File: config.mk
export PLATFORM = sky130hd
export DESIGN_NAME = alu_sequencer
export DESIGN_NICKNAME = d
export VERILOG_FILES = /design/src/rtl/alu_sequencer.sv
export SDC_FILE = /design/constraint.sdc
export NUM_CORES = 1
export LEC_CHECK = 0
export CAP_MARGIN = 10
export CORE_AREA = 2 2 62 70
export DETAILED_ROUTE_END_ITERATION = 10
export DIE_AREA = 0 0 64 72
export PLACE_DENSITY_LB_ADDON = 0.1
export SYNTH_ARGS = -nofsm -noshare
export SYNTH_HDL_FRONTEND = slang
export SYNTH_SLANG_ARGS = --single-unit
File: constraint.sdc
create_clock -name clk -period 2.5 [get_ports clk]
set_input_delay 0.375 -clock clk [delete_from_list [all_inputs] [get_ports clk]]
set_output_delay 0.375 -clock clk [all_outputs]
set_load 0.01 [all_outputs]
File: src/rtl/alu_sequencer.sv
// alu_sequencer: execution core of the version-4 CPU. Fetches 12-bit
// instructions from a combinational program ROM, decodes them, drives the
// external 4-bit ALU and writes its result back into a 4-entry register file
// plus a registered zero flag.
//
// state  | meaning
// -------+------------------------------------------------------------
// FETCH  | latch imem_data into IR, advance pc (wraps at 2**ADDR_W)
// EXEC   | execute IR: ALU write-back, LDI, JZ, NOP, or enter HALT
// HALT   | frozen until reset; halted=1
//
// Ports:
//   clk, reset           clock (rising edge), async active-high reset
//   imem_addr / imem_data instruction address (= pc) / instruction word
//   alu_a, alu_b, alu_opcode  ALU operands and opcode (zero unless EXEC of ALU op)
//   alu_result, alu_zero  combinational ALU result and zero flag
//   dbg_sel / dbg_data    combinational register-file read port
//   zero                  registered zero flag
//   halted                high in HALT
module alu_sequencer #(
  parameter int ADDR_W = 4,
  parameter int DATA_W = 4
) (
  input  logic              clk,
  input  logic              reset,
  output logic [ADDR_W-1:0] imem_addr,
  input  logic [11:0]       imem_data,
  output logic [DATA_W-1:0] alu_a,
  output logic [DATA_W-1:0] alu_b,
  output logic [3:0]        alu_opcode,
  input  logic [DATA_W-1:0] alu_result,
  input  logic              alu_zero,
  input  logic [1:0]        dbg_sel,
  output logic [DATA_W-1:0] dbg_data,
  output logic              zero,
  output logic              halted
);

  typedef enum logic [1:0] {
    S_FETCH = 2'd0,
    S_EXEC  = 2'd1,
    S_HALT  = 2'd2
  } state_t;

  localparam logic [3:0] OP_ADD  = 4'b0001;
  localparam logic [3:0] OP_NOT  = 4'b0110;
  localparam logic [3:0] OP_LDI  = 4'b1000;
  localparam logic [3:0] OP_JZ   = 4'b1001;
  localparam logic [3:0] OP_HALT = 4'b1111;

  state_t              state_q, state_d;
  logic [ADDR_W-1:0]   pc_q, pc_d;
  logic [11:0]         ir_q, ir_d;
  logic [DATA_W-1:0]   regs_q [4];
  logic [DATA_W-1:0]   regs_d [4];
  logic                zero_q, zero_d;

  logic [3:0]          op;
  logic [1:0]          rd, rs1, rs2;
  logic [3:0]          imm;
  logic [ADDR_W-1:0]   target;
  logic                is_alu;
  logic                exec_alu;

  assign op     = ir_q[11:8];
  assign rd     = ir_q[7:6];
  assign rs1    = ir_q[5:4];
  assign rs2    = ir_q[3:2];
  assign imm    = ir_q[3:0];
  assign target = ir_q[ADDR_W-1:0];

  // ADD..NOT form a contiguous opcode range.
  assign is_alu   = (op >= OP_ADD) && (op <= OP_NOT);
  assign exec_alu = (state_q == S_EXEC) && is_alu;

  always_ff @(posedge clk or posedge reset) begin
    if (reset) begin
      state_q <= S_FETCH;
      pc_q    <= '0;
      ir_q    <= '0;
      zero_q  <= 1'b0;
      for (int i = 0; i < 4; i++) regs_q[i] <= '0;
    end else begin
      state_q <= state_d;
      pc_q    <= pc_d;
      ir_q    <= ir_d;
      zero_q  <= zero_d;
      for (int i = 0; i < 4; i++) regs_q[i] <= regs_d[i];
    end
  end

  always_comb begin
    state_d = state_q;
    pc_d    = pc_q;
    ir_d    = ir_q;
    zero_d  = zero_q;
    for (int i = 0; i < 4; i++) regs_d[i] = regs_q[i];

    unique case (state_q)
      S_FETCH: begin
        ir_d    = imem_data;
        pc_d    = pc_q + ADDR_W'(1);
        state_d = S_EXEC;
      end
      S_EXEC: begin
        state_d = S_FETCH;
        if (is_alu) begin
          regs_d[rd] = alu_result;
          zero_d     = alu_zero;
        end else begin
          case (op)
            OP_LDI:  regs_d[rd] = DATA_W'(imm);
            // pc already points past the JZ; a taken branch overrides it.
            OP_JZ:   if (zero_q) pc_d = target;
            OP_HALT: state_d = S_HALT;
            default: ;
          endcase
        end
      end
      S_HALT: state_d = S_HALT;
      default: state_d = S_FETCH;
    endcase
  end

  assign imem_addr  = pc_q;
  assign alu_a      = exec_alu ? regs_q[rs1] : '0;
  assign alu_b      = (exec_alu && (op != OP_NOT)) ? regs_q[rs2] : '0;
  assign alu_opcode = exec_alu ? op : 4'b0000;
  assign dbg_data   = regs_q[dbg_sel];
  assign zero       = zero_q;
  assign halted     = (state_q == S_HALT);

endmodule

==> run summary <==
Among all stages on the critical path, the largest delay is contributed by sky130_fd_sc_hd__clkdlybuf4s50_1. By instance count, the cell type seen most on the critical path is sky130_fd_sc_hd__clkdlybuf4s50_1. The startpoint of the worst setup timing path is dbg_sel[0]. The number of enable-type register cells in the synthesized netlist came out at 0.

For this run, the leading register cell type out of synthesis is sky130_fd_sc_hd__dfrtp_1. The count of buffers inserted at the top-level ports came out at 41. The clock reaches the later pin of the worst-skew pair after 0.28 ns. In the final layout, the multi-input gates occupy 1100 um2. The flow ran to the end, and the final reports show no timing, DRC or antenna violations.

The biggest cell delay along the critical path came out at 0.64 ns. The startpoint identified for the worst register-to-register timing path is ir_q[11]. Based on the critical path, the design can be clocked at up to 410 MHz.

The arrival time at the worst endpoint came out at 2.06 ns. The via count normalized by instance count came out at 5.94. The number of nets handed over by synthesis was 190. The share of synthesized registers carrying an async set or reset is 1.00.

The count of hold-fix buffers inserted at cts is 0. Counting tap cells, the placed design contains a total of 261 instances. TritonCTS built the clock tree.

The routed layout has 1,610 vias. The instance area after placement came out at 2550 um2. In the post-synthesis netlist, the cell with the most instances is sky130_fd_sc_hd__dfrtp_1. The type of element capturing the critical path is a primary output. For this run, the register share of the synthesized area comes to 0.427. The antenna diode instance count is 0. The global routing usage summed across all routing layers came out at 0.230. In this run the count of I/O pins placed on the die edge is 43. The number of violations reported at the end of detailed-routing iteration 0 came out at 112. The number of nets in the layout came out at 240. Of all cell types, the one taking the most synthesized area is sky130_fd_sc_hd__dfrtp_1. The data required time of the critical path is 2.12 ns. The clock-pin transition on the worst setup and hold timing paths is 0.06 ns. Subtracting the final worst setup slack from the clock period gives 2.44 ns. The max-slew violation count is 0. Setup repair after global routing could not meet its margin everywhere. The detailed-route DRC error count came out at 0. The count of nets left with antenna violations after detail routing came out at 0.

At the placement stage, the worst setup path has a slack of 0.0414 ns. The die footprint is 4610 um2. Power spread over the standard cell area amounts to 1410 nW/um2.

The combined buffer and inverter count along the critical path came out at 2. Clock tree synthesis selected as its root buffer the cell sky130_fd_sc_hd__clkbuf_8. Max-cap violations in this run came to 0. The worst setup path is of the input port to primary output kind.

The number of synthesized register bits is 35. The number of cells produced by synthesis came out at 168. The biggest fanout along the worst timing path came out at 4.

The share of the cycle needed by the critical path after routing is 0.975. The number of clock sinks seen by CTS came out at 35. The post-layout worst setup margin is 0.0636 ns. The weighted congestion reported at the end of routability-driven placement came out at 0.851. The synthesis-to-layout area growth is 30.5%.

The path class of the tightest hold or removal check is input port to asynchronous set/reset pin. By count the netlist is led by 35 x sky130_fd_sc_hd__dfrtp_1, 14 x sky130_fd_sc_hd__mux2_2, 12 x sky130_fd_sc_hd__mux4_2. The final count of hold timing violations came out at 0. The count of synthesis-stage warnings from yosys is 0.

In the post-synthesis netlist, the biggest area contributors are sky130_fd_sc_hd__dfrtp_1 43%, sky130_fd_sc_hd__mux4_2 13%, sky130_fd_sc_hd__mux2_2 7.7%, sky130_fd_sc_hd__mux2_1 6.0%, sky130_fd_sc_hd__nor4b_4 2.3%. The layout has 292 filler cells. The half-perimeter wire length after detailed placement came out at 3550 um.

The synthesized cell area is 2050 um2. The initial utilization of the core area, before any placement, comes to 0.529. The worst setup path is launched from an input port. The synthesized netlist contains 43 unique library cells. The die is 72 um tall. The non-filler instance count after layout came out at 271.

The static leakage is 1.08 nW. The first-pass GRT wire length came out at 8080 um. The clock arrives with 0.00660 ns of skew. The number of setup violations in the final report came out at 0. The number of global-route vias before repair is 1,692.

Entering global routing, the biggest net connects 36 pins. The number of search-and-repair iterations in the first detailed-routing pass is 4. The number of buffers between clock root and the deepest sink came out at 2.

The critical path goes through clkdlybuf4s50_1 > mux4_2 > clkdlybuf4s50_1. The routed design has 4840 um of wire. The share of the synthesized area in the top cell type is 0.427. After detailed routing, the average wire length per cell comes to 17.8 um. The final design instance area without fill is 2680 um2. The initial antenna violation count is 0.

The maximum VDD drop is 0.642 mV. The worst slew margin relative to its limit is 0.614. Hold timing on the final database bottoms out at a slack of 0.506 ns. The number of clock buffers inserted by TritonCTS is 5. The kind of cell with the highest combined delay along the critical path is buffers and inverters. The average footprint of a synthesized cell came out at 12.2 um2. In this run the horizontal extent of the chip is 64 um. In the final layout, the share of cells above drive strength 1 is 0.251.

The floorplan has 24 rows. The sequential cells in the finished layout cover a total of 877 um2. The total overflow left after global routing is 0. The clock tree synthesis step divided the H-tree into 2 levels. At the pin with the least slew margin, the transition time is 0.576 ns. The core outline area is 3870 um2.
-- routing by layer --
layer	wire, um	global-route usage
met1	1940	0.287
met2	2520	0.389
met3	307	0.0527
met4	68	0.0942
met5	0	0
-- worst register-to-register path: stages, from the launching register on --
cell and delay (ns):
sky130_fd_sc_hd__dfrtp_1 0.41, sky130_fd_sc_hd__buf_4 0.18, sky130_fd_sc_hd__or4_1 0.57, sky130_fd_sc_hd__nand3b_4 0.17, sky130_fd_sc_hd__or3_4 0.18, sky130_fd_sc_hd__mux2_1 0.33
-- sequential cells by signal, indices dropped and copies added (netlist names) --
name / count
regs_q: 16
ir_q: 12
imem_addr: 4
state_q: 2
zero: 1
-- worst paths after layout --
path | endpoint | slack (ns) | cells after the start
worst max-delay path | dbg_data[0] | 0.06 | 3
worst min-delay path | imem_addr[0] | 0.51 | 3
worst max register to register | regs_q[0] | 0.53 | 5
worst min register to register | regs_q[12] | 0.54 | 1
max in group asynchronous | ir_q[2] | 1.66 | 3
min in group clk | regs_q[12] | 0.54 | 1
-- cell families after synthesis --
family / share of synthesized area
simple gates: 0.155
compound gates: 0.102
fa+ha+maj: 0.00610
other cells: 0.00183
mux: 0.269
buf+inv: 0.0390
flops: 0.427
-- report_power, final --
part           switching [mW]  internal [mW]
clock                   0.187          0.251
sequential              0.344          0.853
combinational           0.936           1.21
total                    1.47           2.32
-- cell type report --
cell class                      count  area share
Multi-Input combinational cell    114       0.412
Timing Repair Buffer               52       0.184
Clock buffer                        8      0.0374
Tap cell                           52      0.0243
Inverter                           10      0.0140
Sequential cell                    35       0.328
-- placed cells by master, fill, tap and decap left out, types with 2 or more instances in the layout --
| cell type | n |
|---|---|
| sky130_fd_sc_hd__clkbuf_8 | 7 |
| sky130_fd_sc_hd__nor3_1 | 2 |
| sky130_fd_sc_hd__nor2b_1 | 6 |
| sky130_fd_sc_hd__a21oi_1 | 5 |
| sky130_fd_sc_hd__nand4_1 | 2 |
| sky130_fd_sc_hd__nor4b_4 | 2 |
| sky130_fd_sc_hd__a221oi_1 | 3 |
| sky130_fd_sc_hd__clkdlybuf4s50_1 | 41 |
| sky130_fd_sc_hd__nor2_1 | 7 |
| sky130_fd_sc_hd__mux4_2 | 12 |
| sky130_fd_sc_hd__mux2_1 | 11 |
| sky130_fd_sc_hd__dfrtp_1 | 34 |
| sky130_fd_sc_hd__mux2_2 | 14 |
| sky130_fd_sc_hd__nand2_1 | 6 |
| sky130_fd_sc_hd__a211oi_1 | 3 |
| sky130_fd_sc_hd__o22ai_1 | 6 |
| sky130_fd_sc_hd__o21ai_0 | 4 |
| sky130_fd_sc_hd__a31oi_1 | 3 |
| sky130_fd_sc_hd__buf_4 | 11 |
| sky130_fd_sc_hd__and3_1 | 6 |
| sky130_fd_sc_hd__inv_1 | 10 |
-- stage by stage --
stage / setup TNS (ns) / util / power [mW]
final: 0 / 0.691 / 3.78
after global routing: -0.0610 / 0.691 / 4.05
after CTS: 0 / 0.691 / 3.79
after detailed placement: 0 / 0.659 / 3.29
after global placement: 0 / 0.659 / 3.20
after floorplan: 0 / - / 2.51
-- what timing repair did --
action | in CTS | in global routing
buffers inserted | 2 | 0
gates resized for setup | 2 | 1
cloned | 0 | 0
setup endpoints to repair | 6 | 7
pin swaps | 1 | 0
Note: power is estimated with default switching activity, not from simulation.
